==> config.mk <==
export PLATFORM = sky130hd
export DESIGN_NAME = uart_rx_frame_parser
export DESIGN_NICKNAME = d
export VERILOG_FILES = /design/src/rtl/uart_rx_frame_parser.sv
export SDC_FILE = /design/constraint.sdc
export NUM_CORES = 1
export LEC_CHECK = 0
export BUFFER_PORTS_ARGS = -buffer_cell sky130_fd_sc_hd__buf_2
export CAP_MARGIN = 10
export CELL_PAD_IN_SITES_DETAIL_PLACEMENT = 1
export CELL_PAD_IN_SITES_GLOBAL_PLACEMENT = 1
export CORE_UTILIZATION = 58
export DETAILED_ROUTE_END_ITERATION = 12
export HOLD_SLACK_MARGIN = 0.12
export PLACE_DENSITY_LB_ADDON = 0.12
export SYNTH_ARGS = -nofsm -noshare
export SYNTH_HDL_FRONTEND = slang
export SYNTH_SLANG_ARGS = --single-unit
==> constraint.sdc <==
create_clock -name I_sys_clk -period 4.7 [get_ports I_sys_clk]
set_input_delay 0.235 -clock I_sys_clk [delete_from_list [all_inputs] [get_ports I_sys_clk]]
set_output_delay 0.235 -clock I_sys_clk [all_outputs]
set_load 0.02 [all_outputs]
==> src/rtl/uart_rx_frame_parser.sv <==
// Frame parser behind the UART receiver: SYNC, LEN, payload, XOR checksum.
// Verified payloads are buffered and released as a ready/valid byte stream.
module uart_rx_frame_parser #(
   parameter logic [7:0]  SYNC_BYTE      = 8'hA5,
   parameter int unsigned MAX_LEN        = 32,
   parameter int unsigned TIMEOUT_CYCLES = 100000
) (
   input  logic       I_sys_clk,
   input  logic       I_rst,
   input  logic [7:0] I_rx_data,
   input  logic       I_rx_data_valid,
   input  logic       I_payload_ready,
   output logic [7:0] O_payload_data,
   output logic       O_payload_valid,
   output logic       O_payload_last,
   output logic       O_frame_ok,
   output logic       O_frame_err,
   output logic [1:0] O_err_code,
   output logic       O_overrun,
   output logic       O_busy
);

   localparam int unsigned IDX_W = (MAX_LEN > 1) ? $clog2(MAX_LEN) : 1;
   localparam int unsigned DEPTH = 1 << IDX_W;
   localparam int unsigned CNT_W = $clog2(TIMEOUT_CYCLES + 1);

   typedef enum logic [2:0] {S_IDLE, S_LEN, S_PAYLOAD, S_CSUM, S_DRAIN} state_t;

   state_t           state_q, state_d;
   logic [7:0]       len_q, len_d;
   logic [7:0]       csum_q, csum_d;
   logic [7:0]       wr_idx_q, wr_idx_d;
   logic [7:0]       rd_idx_q, rd_idx_d;
   logic [CNT_W-1:0] gap_q, gap_d, gap_inc;
   logic             valid_q, busy_q, frame_ok_q, frame_err_q, overrun_q;
   logic             frame_ok_d, frame_err_d, overrun_d;
   logic [1:0]       err_code_q, err_code_d;
   logic             buf_we;
   logic [7:0]       buf_q [DEPTH];

   logic in_frame, timeout, len_bad, csum_ok, xfer, rd_at_last, wr_at_last;

   assign in_frame   = state_q inside {S_LEN, S_PAYLOAD, S_CSUM};
   assign gap_inc    = gap_q + CNT_W'(1);
   // A byte in the terminal-count cycle wins over the timeout.
   assign timeout    = in_frame && !I_rx_data_valid && (gap_inc == CNT_W'(TIMEOUT_CYCLES));
   assign len_bad    = (I_rx_data == 8'd0) || (I_rx_data > 8'(MAX_LEN));
   assign csum_ok    = (I_rx_data == csum_q);
   assign xfer       = valid_q && I_payload_ready;
   assign rd_at_last = (rd_idx_q == len_q - 8'd1);
   assign wr_at_last = (wr_idx_q == len_q - 8'd1);

   // NOTE: non-blocking assignments so every register samples pre-edge values.
   always_ff @(posedge I_sys_clk) begin
      if (I_rst) begin
         state_q     <= S_IDLE;
         len_q       <= '0;
         csum_q      <= '0;
         wr_idx_q    <= '0;
         rd_idx_q    <= '0;
         gap_q       <= '0;
         valid_q     <= 1'b0;
         busy_q      <= 1'b0;
         frame_ok_q  <= 1'b0;
         frame_err_q <= 1'b0;
         err_code_q  <= '0;
         overrun_q   <= 1'b0;
      end else begin
         state_q     <= state_d;
         len_q       <= len_d;
         csum_q      <= csum_d;
         wr_idx_q    <= wr_idx_d;
         rd_idx_q    <= rd_idx_d;
         gap_q       <= gap_d;
         valid_q     <= (state_d == S_DRAIN);
         busy_q      <= (state_d != S_IDLE);
         frame_ok_q  <= frame_ok_d;
         frame_err_q <= frame_err_d;
         err_code_q  <= err_code_d;
         overrun_q   <= overrun_d;
      end
   end

   // NOTE: the payload buffer has no reset; it is only read after being written.
   always_ff @(posedge I_sys_clk) begin
      if (buf_we) buf_q[wr_idx_q[IDX_W-1:0]] <= I_rx_data;
   end

   always_comb begin
      state_d = state_q;
      case (state_q)
         S_IDLE:    if (I_rx_data_valid && I_rx_data == SYNC_BYTE) state_d = S_LEN;
         S_LEN:     if (timeout) state_d = S_IDLE;
                    else if (I_rx_data_valid) state_d = len_bad ? S_IDLE : S_PAYLOAD;
         S_PAYLOAD: if (timeout) state_d = S_IDLE;
                    else if (I_rx_data_valid && wr_at_last) state_d = S_CSUM;
         S_CSUM:    if (timeout) state_d = S_IDLE;
                    else if (I_rx_data_valid) state_d = csum_ok ? S_DRAIN : S_IDLE;
         S_DRAIN:   if (xfer && rd_at_last) state_d = S_IDLE;
         default:   state_d = S_IDLE;
      endcase
   end

   // NOTE: every output of this block gets a default first, so no latch is inferred.
   always_comb begin
      len_d       = len_q;
      csum_d      = csum_q;
      wr_idx_d    = wr_idx_q;
      rd_idx_d    = rd_idx_q;
      gap_d       = (in_frame && !I_rx_data_valid && !timeout) ? gap_inc : '0;
      frame_ok_d  = 1'b0;
      frame_err_d = 1'b0;
      err_code_d  = err_code_q;
      overrun_d   = 1'b0;
      buf_we      = 1'b0;
      case (state_q)
         S_LEN: if (I_rx_data_valid) begin
            if (len_bad) begin
               frame_err_d = 1'b1;
               err_code_d  = 2'd1;
            end else begin
               len_d    = I_rx_data;
               csum_d   = I_rx_data;
               wr_idx_d = '0;
            end
         end
         S_PAYLOAD: if (I_rx_data_valid) begin
            buf_we   = 1'b1;
            csum_d   = csum_q ^ I_rx_data;
            wr_idx_d = wr_idx_q + 8'd1;
         end
         S_CSUM: if (I_rx_data_valid) begin
            if (csum_ok) begin
               frame_ok_d = 1'b1;
               rd_idx_d   = '0;
            end else begin
               frame_err_d = 1'b1;
               err_code_d  = 2'd2;
            end
         end
         S_DRAIN: begin
            overrun_d = I_rx_data_valid;
            if (xfer) rd_idx_d = rd_idx_q + 8'd1;
         end
         default: ;
      endcase
      if (timeout) begin
         frame_err_d = 1'b1;
         err_code_d  = 2'd3;
      end
   end

   assign O_payload_data  = valid_q ? buf_q[rd_idx_q[IDX_W-1:0]] : 8'h00;
   assign O_payload_last  = valid_q && rd_at_last;
   assign O_payload_valid = valid_q;
   assign O_frame_ok      = frame_ok_q;
   assign O_frame_err     = frame_err_q;
   assign O_err_code      = err_code_q;
   assign O_overrun       = overrun_q;
   assign O_busy          = busy_q;

endmodule
# [After elaboration in Yosys (flattened, before gate mapping)]
# Memories as Yosys holds them, arrays and structs flattened. A register that Yosys moved wholly into a read port is not among the register bits.
# Cells that the tools add are included.
[totals] reg_bits=59 mem_bits_rw=256 inputBits=12 n_memories=1
[memory_table] memory="buf_q" depth=32 word_bits=8 rd=1 rd_ports_with_merged_regs=1 wr=1 line="39" rtl="logic [7:0] buf_q [DEPTH];"
[op_classes] addsub=4 n_lt_le_gt_ge=1 eq_ne=20 n_mux=43 bitwise=6 reduce_logical=25
[op_table] cell="2-to-1 mux 8 bit" n=10
[op_table] cell="case mux 8 bit (2 select lines)" n=3
[op_table] cell="2-to-1 mux 3 bit" n=9
[op_table] cell="equality test 8 bit" n=3
[op_table] cell="adder 17 x 1 -> 17 bit, second input constant" n=1
[op_table] cell="equality test 17 bit, second input constant" n=1
[op_table] cell="adder 8 x 1 -> 8 bit, second input constant" n=2
[op_table] cell="case mux 3 bit (5 select lines)" n=1
[op_table] cell="2-to-1 mux 2 bit" n=6
[op_table] cell="!= test 2 bit, second input constant" n=6
[op_table] cell="!= test 3 bit, second input constant" n=4
[op_table] cell="2-to-1 mux 1 bit" n=10
[op_table] cell="2-to-1 mux 5 bit" n=2
[op_table] cell="nonzero test 3 bit" n=3
[op_table] cell="equality test 8 bit, second input constant" n=1
[op_table] cell="greater-than comparator 8 x 6 -> 1 bit, second input constant" n=1
[op_table] cell="logical AND 1 bit" n=8
[op_table] cell="zero test 8 bit" n=1
[op_table] cell="AND reduction 4 bit" n=2
[op_table] cell="subtractor 8 x 1 -> 8 bit, second input constant" n=1
[op_table] cell="XOR 8 bit" n=1
[op_table] cell="equality test 3 x 2 -> 1 bit, second input constant" n=2
[op_table] cell="equality test 3 bit, second input constant" n=2
[op_table] cell="inverter 1 bit" n=5
[op_table] cell="other kinds (11)" n=14

# [Depth between registers and ports, before layout]
# Gate-level depths: netlist (run 1).
[logic_depth] depth_word=8 depth_mapped=9 mapped_depth_nobuf=9

# [Worst setup path before layout (run 1)]
# No wires, ideal clock.
[synth_timing] kind="register to output" start="register len_q[2]" end="output O_payload_last" arrival_ns=2.230 required_time_ns=4.465 setup_slack_ns=2.235 path_stages_with_launch=7 n_path_buf=1 path_cell_list="dfxtp_1 > buf_6 > or4_4 > nor4_1 > xnor2_1 > xnor2_1 > nor4b_1"
[synth_between] elab_chain_cells=3
[synth_lines] item="start, declared" line="30" rtl="logic [7:0] len_q, len_d;"
[synth_lines] item="start signal, assigned" line="70" rtl="len_q <= len_d;"
[synth_lines] item="subtractor 8 x 1 -> 8 bit" line="50" rtl="assign rd_at_last = (rd_idx_q == len_q - 8'd1);"
[synth_lines] item="equality test 8 bit" line="50"
[synth_lines] item="logical AND 1 bit" line="154" rtl="assign O_payload_last = valid_q && rd_at_last;"
[synth_lines] item="end, declared" line="15" rtl="output logic O_payload_last,"
# No other way between the ends.

==> results.md, run 1 <==
- The run finished with clean final reports.
- The count of nets after finishing is 859.
- The library cell used most frequently in the layout, excluding fill and tap cells, is edfxtp_1.
- CTS saw 320 sinks.
- Among all flip-flop cells after synthesis, the most frequent one is edfxtp_1.
- The site row count is 54.
- For this design the top-level I/O count stands at 28.
- In this run, synthesis produced a sequential element count of 320.
- The cell that appears most often on the critical path is mux4_2.
- In the layout the commonest cells are edfxtp_1, nor2_1, mux4_2.
- For this design, the CTS-stage hold fixing added 0 buffers.
- The routed design has 30.8 mm of wire.
- In this run the tightest slew margin relative to its limit is 33.8%.
- The startpoint identified for the worst hold timing path is I_rx_data_valid.
- The clock passes through at most 3 buffers.
- The number of gates resized after CTS was 0.
- At the pin with the least slew margin, the transition time is 0.990 ns.
- The core region is 22,100 um2.
- The die outline height is 153 um.
- For this block, the initial DRC count from the detailed router was 571.
- The count of buffers added on input and output ports is 27.
- The layout filler cell count is 1,918.
- The die covers 23,400 um2.
- The final route contains 7,258 vias.
- The kind of path behind the tightest hold check is input pin to register.
- The max-cap violation count is 0.
- The instance area at placement is 13,600 um2.
- Measured along the x axis, the die boundary spans 153 um.
- CTS placed an instance of clkbuf_16 at the clock tree root.
- The first TritonRoute pass finished after 5 iterations.
- The area of all sequential standard cells is 8970 um2.
- The total leakage power is 4.68 nW.
- The worst endpoint required time is 4.47 ns.
- Of the cells placed in the final design, the portion with a size suffix greater than 1 is 20.4%.
- The count of final hold-check violations is 0.
- The area of the mapped netlist is 13,200 um2.
- The residual overflow from global routing is 0.
- The post-route clock skew is 0.0165 ns.
- The starting utilization of the core area is 59.9%.
- The cell at the slowest stage of the critical path is dfxtp_4.
- The largest fanout of any net on the critical path is 34.
- The number of unique standard cell types used by synthesis is 61.
- The first-pass GRT wire length is 46.9 mm.
- The area growth from synthesis to layout is 11.0%.
- Summed over all failing endpoints, the final setup total negative slack is 0 ns.
- Setup repair after global routing left no endpoint under its margin.
- The design draws 5.69 mW.
- Dividing the final minimum period by the clock period gives 72.7%.
- The worst register-to-register path begins at len_q[0].
- The half-perimeter wire length of the detailed placement result is 19.2 mm.
- The post-placement worst setup slack is 1.62 ns.
- The setup fix buffers added after clock tree synthesis is 0.
- The worst setup path is captured at an output pin.
- The weighted congestion reported at the end of routability-driven placement is 0.813.
- The global router's overall resource usage is 27.3%.
- The final instance area is 14,700 um2.
- Across the VDD grid, the largest voltage drop is 0.000231 V.
- The final max-slew violation count is 0.
- The number of enable-type register cells in the synthesized netlist is 256.
- By area the synthesized netlist is led by edfxtp_1, mux4_2, dfxtp_1.
- The arrival time at the worst endpoint is 3.18 ns.
- The share of the core filled with cells is 66.5%.
- TritonCTS built the clock tree.
- The synthesized net count is 829.
- Averaged over all synthesized cells, the footprint is 16.4 um2.
- During synthesis, Yosys emitted a total of 0 warnings.
- Setup violations remaining at the end of the flow were counted as 0.
- The largest single stage delay on the critical path is 0.76 ns.
- Derived from the worst setup path, the maximum achievable clock frequency is 293 MHz.
- Entering global routing, the biggest net connects 65 pins.
- In the synthesized netlist, the number of instances is 809.
- The most area-hungry cell type in the Yosys netlist is edfxtp_1.
- In the routed layout, each cell is associated on average with a via count of 6.34.
- The synthesized design devotes to its leading area cell type 58.1% of total area.
- The via count of the first global-routing pass is 7,614.
- After clock tree synthesis, the clock-pin slew on the worst setup and hold paths is 0.06 ns.
- For the worst-skew pair, the clock arrives at the later sink with an insertion delay of 0.50 ns.
- The async set-reset flop share out of synthesis is 0%.
- The area of the multi-input gates is 4070 um2.
- The slack of the critical path is 1.28 ns.
- In the final routed layout, each cell accounts on average for 26.9 um.
- The critical path in this run is classified as register to output pin.
- The shortest clock period the worst path allows after layout is 3.42 ns.
- In this run the remaining antenna-violating nets after routing total 0.
- CTS built an H-tree with a depth of 2.
- After synthesis, flip-flops and latches occupy 67.7% of the total area.
- Counting the buffers created by CTS gives 34.
- The number of DRC violations after detailed routing is 0.
- The critical path goes through buf_12 > mux4_2 > mux4_2 > mux2i_1 > nor2b_1 > buf_2.
- Dividing total power by cell area gives a power density of 387 nW/um2.
- The initial antenna violation count is 1.
- The category of the worst setup path launch point is a register.
==> routing by layer <==
layer  vias to the layer above  track usage, %  share of wire, %
met5                         -               0                 0
met4                         0            7.22               2.0
met3                        44            4.45               5.9
met2                       223            46.2                51
met1                      3796            37.2                41
li1                       3195               -                 -
==> sequential cells by signal (all words and copies together), names as in the netlist, named ones only <==
name             count
buf_q              256
gap_q               17
csum_q               8
len_q                8
rd_idx_q             8
wr_idx_q             8
state_q              3
O_err_code           2
O_busy               1
O_frame_err          1
O_frame_ok           1
O_overrun            1
O_payload_valid      1
==> Yosys cell counts, drive strengths merged, types with 2 or more instances <==
cell	number
ha	8
nor2b	10
a21oi	18
nor2	87
xor2	29
edfxtp	256
or3b	2
nand3	27
or4	2
or2	3
nand4b	3
or3	2
nand3b	3
mux2i	10
nor3	7
o21a	2
mux4	80
and3	6
o31ai	2
a221oi	2
nand2	48
a211oi	2
nand2b	4
dfxtp	64
clkbuf	23
nor4	6
buf	16
xnor2	26
nor4b	2
a31oi	8
o21ai	3
nand4	15
and2	4
inv	11
xnor3	2
==> worst paths after layout <==
check                      endpoint  slack, ns  cells after the start
setup / recovery  O_payload_data[2]       1.28                      6
hold reg to reg            len_q[7]       0.49                      1
hold / removal            O_overrun       0.15                      3
setup reg to reg             O_busy       1.95                      9
==> layout make-up <==
| type | instances | share of cell area, % |
|---|---|---|
| diodes | 1 | 0.0170 |
| clock buffers | 46 | 6.45 |
| clock inverters | 15 | 0.800 |
| inverters | 11 | 0.281 |
| multi-input cells | 439 | 27.7 |
| flip-flops and latches | 320 | 61.1 |
| well taps | 280 | 2.38 |
| repair buffers | 33 | 1.31 |
==> critical path: cells and delay by family (launching register included) <==
family                 cells  cell delay [ns]
buffers and inverters      2             0.52
DFF                        1             0.76
muxes                      3             1.28
and+or+nand+nor            1             0.08
==> stage by stage <==
| step | hold slack [ns] | cells |
|---|---|---|
| 2_1_floorplan | 0.334 | 809 |
| 3_3_place_gp | 0.457 | 1083 |
| 3_5_place_dp | 0.469 | 1083 |
| 4_1_cts | 0.130 | 1144 |
| 5_1_grt | 0.194 | 1144 |
| 6_report | 0.154 | 1145 |
==> report_power, final <==
part	switching, mW	total [mW]	internal [mW]	leakage, nW
clock network	1.05	2.58	1.52	0.520
logic	0.0568	0.0649	0.00814	1.34
registers	0.0000590	3.05	3.05	2.82
==> logic make-up (layout without fill, tap and decap cells) <==
group | Yosys count | in the layout | share of synthesized area (%)
DFF | 320 | 320 | 67.7
xor gates and xnor gates | 57 | 57 | 3.98
AOI/OAI and AO/OA | 48 | 48 | 2.53
other | 0 | 1 | 0
buffers and inverters | 50 | 105 | 1.58
muxes | 91 | 91 | 14.4
adders and majority gates | 8 | 8 | 0.756
and+or+nand+nor | 235 | 235 | 8.97
No activity file was read; power rests on OpenSTA's default activity.
==> inputs of run 2 (changes only) <==
ABC_AREA = 1   (was not set)
CORE_UTILIZATION = 45   (was 58)
clock period = 2.75 ns   (was 4.7 ns; I/O delays follow)
==> results.md, run 2 <==
- The flow ran to the end, and the final reports show no timing, DRC or antenna violations.
- The largest stage delay on the critical path is 0.38 ns.
- STA classifies the critical path endpoint as an output pin.
- The count of final hold-check violations is 0.
- Measured along the y axis, the die boundary spans 176 um.
- The launch point of the worst reg-to-reg path is gap_q[0].
- For this run, design rule violations remaining after detail routing come to 0.
- The number of placed I/O pins is 28.
- The count of nets after finishing is 1,367.
- The worst-margin pin slew is 0.824 ns.
- In this run, placement finished with an instance count of 1,684.
- The floorplan die area is 31,000 um2.
- The number of unique standard cell types used by synthesis is 40.
- After clock tree synthesis, the clock-pin slew on the worst setup and hold paths is 0.06 ns.
- The final hold slack is 0.152 ns.
- The cell count after synthesis came out at 1,268.
- OpenSTA, run right after detailed placement, puts the worst setup slack at 0.422 ns.
- The final cycle utilization of the critical path is 96.0%.
- The total length of routed wires is 40.5 mm.
- Yosys mapped a number of flops with a built-in enable equal to 256.
- In this run the deepest clock path goes through 3 buffers.
- The tightest slew margin relative to the limit is 45.0%.
- In this run the cell area of the synthesized design comes to 13,600 um2.
- The proportion of layout cells with a drive suffix above 1 is 14.1%.
- The most used standard cell by instance count after synthesis is edfxtp_1.
- After synthesis, the cell types taking the most area are edfxtp_1, dfxtp_1, nor2_1.
- The worst hold path begins at I_rx_data[3].
- After synthesis the netlist holds a flip-flop and latch count of 320.
- The arrival time at the worst endpoint is 2.50 ns.
- The top cell types in the final layout, fill and taps aside, are edfxtp_1, nor2_1, o21ai_0.
- The sequential share of the synthesized area is 65.9%.
- Dividing the detail-routed via count by the number of cells gives 5.71.
- Among all flip-flop cells after synthesis, the most frequent one is edfxtp_1.
- The DRC marker count from the first detailed-route iteration is 862.
- The site row count is 63.
- The share of synthesized area in the top cell type comes to 56.5%.
- Setup violations remaining at the end of the flow were counted as 0.
- Power spread over the standard cell area amounts to 631 nW/um2.
- The number of clock buffers added by TritonCTS is 36.
- The maximum number of pins on one net before global-route repair is 65.
- STA classifies the critical path startpoint as a register.
- In the synthesized netlist, the cells that appear most often are edfxtp_1, nor2_1, o21ai_0, nand2_1, inv_1.
- The register with the most flip-flops in the layout has 256 of them.
- The layout filler cell count is 3,173.
- The category of the critical setup timing path is register to output pin.
- TritonCTS built the clock tree.
- Across all layers, the routed design uses 10,100 vias.
- The slack of the critical path is 0.110 ns.
- The overall die width is 176 um.
- The residual overflow from global routing is 0.
- In this run the critical register-to-register path is captured at gap_q[11].
- Detailed placement finished with a half-perimeter wire length of 24.3 mm.
- The endpoint of the worst hold-timing path is len_q[3].
- The most frequent standard cell in the layout excluding fill and tap cells is edfxtp_1.
- The first detailed-routing pass ran for 5 iterations.
- The clock sink total is 320.
- The floorplan step defined a core boundary enclosing 29,700 um2.
- The cell at the slowest stage of the critical path is dfxtp_4.
- The final max-slew violation count came to 0.
- Across every metal layer, demand over resource in global routing totals 26.5%.
- For this run, the number of Yosys warnings is 0.
- The root buffer selected by CTS is clkbuf_16.
- The number of routed nets with antenna violations is 0.
- The critical path goes through clkinvlp_4 > buf_12 > o21ai_0 > o221ai_1 > nand3_1 > nand3_1 > nand2_1 > a31oi_1 > buf_2.
- The initial antenna violation count is 1.
- The starting utilization of the core area is 45.8%.
- The first global-routing pass estimated 61.4 mm of wire.
- At the worst endpoint, the required time is 2.61 ns.
- Setup repair after global routing left no endpoint under its margin.
- The worst path needs 2.64 ns of the cycle, external delays included.
- The weighted congestion reported at the end of routability-driven placement is 0.793.
- The overall power of the completed layout is 10.1 mW.
- Averaged over all synthesized cells, the footprint is 10.7 um2.
- The worst hold path belongs to the class input pin to register.
- In the synthesized netlist the async set-or-reset flop fraction comes to 0%.
- Counting cells, the worst reg-to-reg path comes to 10.
- The clock network latency to the later pin of the worst-skew pair is 0.52 ns.
- From synthesis to final layout, the design area changed by 17.4%.
- The count of buffers added on input and output ports is 27.
- The largest fanout of any net on the critical path is 25.
- After the flow finishes, the layout carries non-filler instances totaling 1,764.
- Counting stages on the worst path, the most repeated cell is nand3_1.
- The post-detailed-route wirelength per cell is 23.0 um.
- The maximum vdd ir drop is 0.000351 V.
- The synthesized net count is 1,288.
- Across all register-to-register paths, the minimum setup slack is 0.42 ns.
- The tool flagged a number of max-cap violations equal to 0.
- The depth of the worst hold-timing path is 3.
- The via count of the first global-routing pass is 10,400.
- The clock tree synthesis step divided the H-tree into 2 levels.
- The maximum clock frequency is 379 MHz.
- In this run the static leakage power is 5.63 nW.
- The post-route clock skew is 0.0155 ns.
- Of all cell types, the one taking the most synthesized area is edfxtp_1.
-- run 2: cells by family (layout without fill, tap and decap cells) --
family | count (synthesis) | count (layout) | share of synthesized area [%]
xor+xnor | 21 | 21 | 1.35
simple gates | 502 | 502 | 16.1
flops | 320 | 320 | 65.9
buf+inv | 136 | 241 | 3.91
compound gates | 281 | 281 | 12.0
other cells | 0 | 1 | 0
fa+ha+maj | 8 | 8 | 0.735
-- run 2: metrics by stage --
stage,TNS [ns],util (%),cell area (um2)
4_1_cts,-0.0216,53.3,15800
3_3_place_gp,0,48.8,14500
6_report,0,53.8,16000
5_1_grt,0,53.8,16000
3_5_place_dp,0,48.8,14500
2_1_floorplan,0,-,13600
-- run 2: layout make-up --
type                            count  area [um2]  share of cell area (%)
Clock buffer                       44         962                    6.02
Tap cell                          390         488                    3.05
Multi-Input combinational cell    812        4130                    25.8
Timing Repair Buffer              103         948                    5.93
Antenna cell                        1        2.50                  0.0157
Clock inverter                     20         181                    1.14
Sequential cell                   320        8980                    56.2
Inverter                           74         293                    1.83
-- run 2: worst max path at each step --
stage | end | depth (start not counted) | startpoint | slack [ns]
after floorplan | O_payload_last | 8 | len_q[0] | 0.85
after global placement | O_payload_data[0] | 9 | register | 0.46
after detailed placement | gap_q[11] | 10 | gap_q[0] | 0.42
after CTS | O_payload_data[3] | 11 | register | -0.01
after global routing | O_payload_data[2] | 11 | register | 0.04
final | O_payload_data[0] | 9 | register | 0.11
-- run 2: where the power goes --
group	switching [mW]	leakage (nW)	internal [mW]
logic	0.118	2.26	0.0305
registers	0.0000801	2.82	5.22
clock network	1.94	0.550	2.77
total	2.06	5.63	8.02
-- run 2: routing by layer --
metal / global-route usage [%] / share of wire [%] / up-vias
li1: - / - / 4687
met1: 34.8 / 43 / 5071
met2: 45.2 / 49 / 245
met3: 3.47 / 5.1 / 67
met4: 9.42 / 2.7 / 0
met5: 0 / 0 / -
-- run 2: repair_timing --
action	in CTS	in global routing
endpoints found under the hold margin	17	0
pin swaps	0	0
gates cloned	4	2
endpoints found under the setup margin	7	7
hold buffers	4	0
setup buffers	0	5
gates resized for setup	6	7
-- run 2: worst max-delay path, delay by kind of cell (launching register included) --
kind            cells  cell delay [ns]
flops               1             0.38
simple gates        3             0.40
compound gates      3             0.64
buf+inv             3             0.54
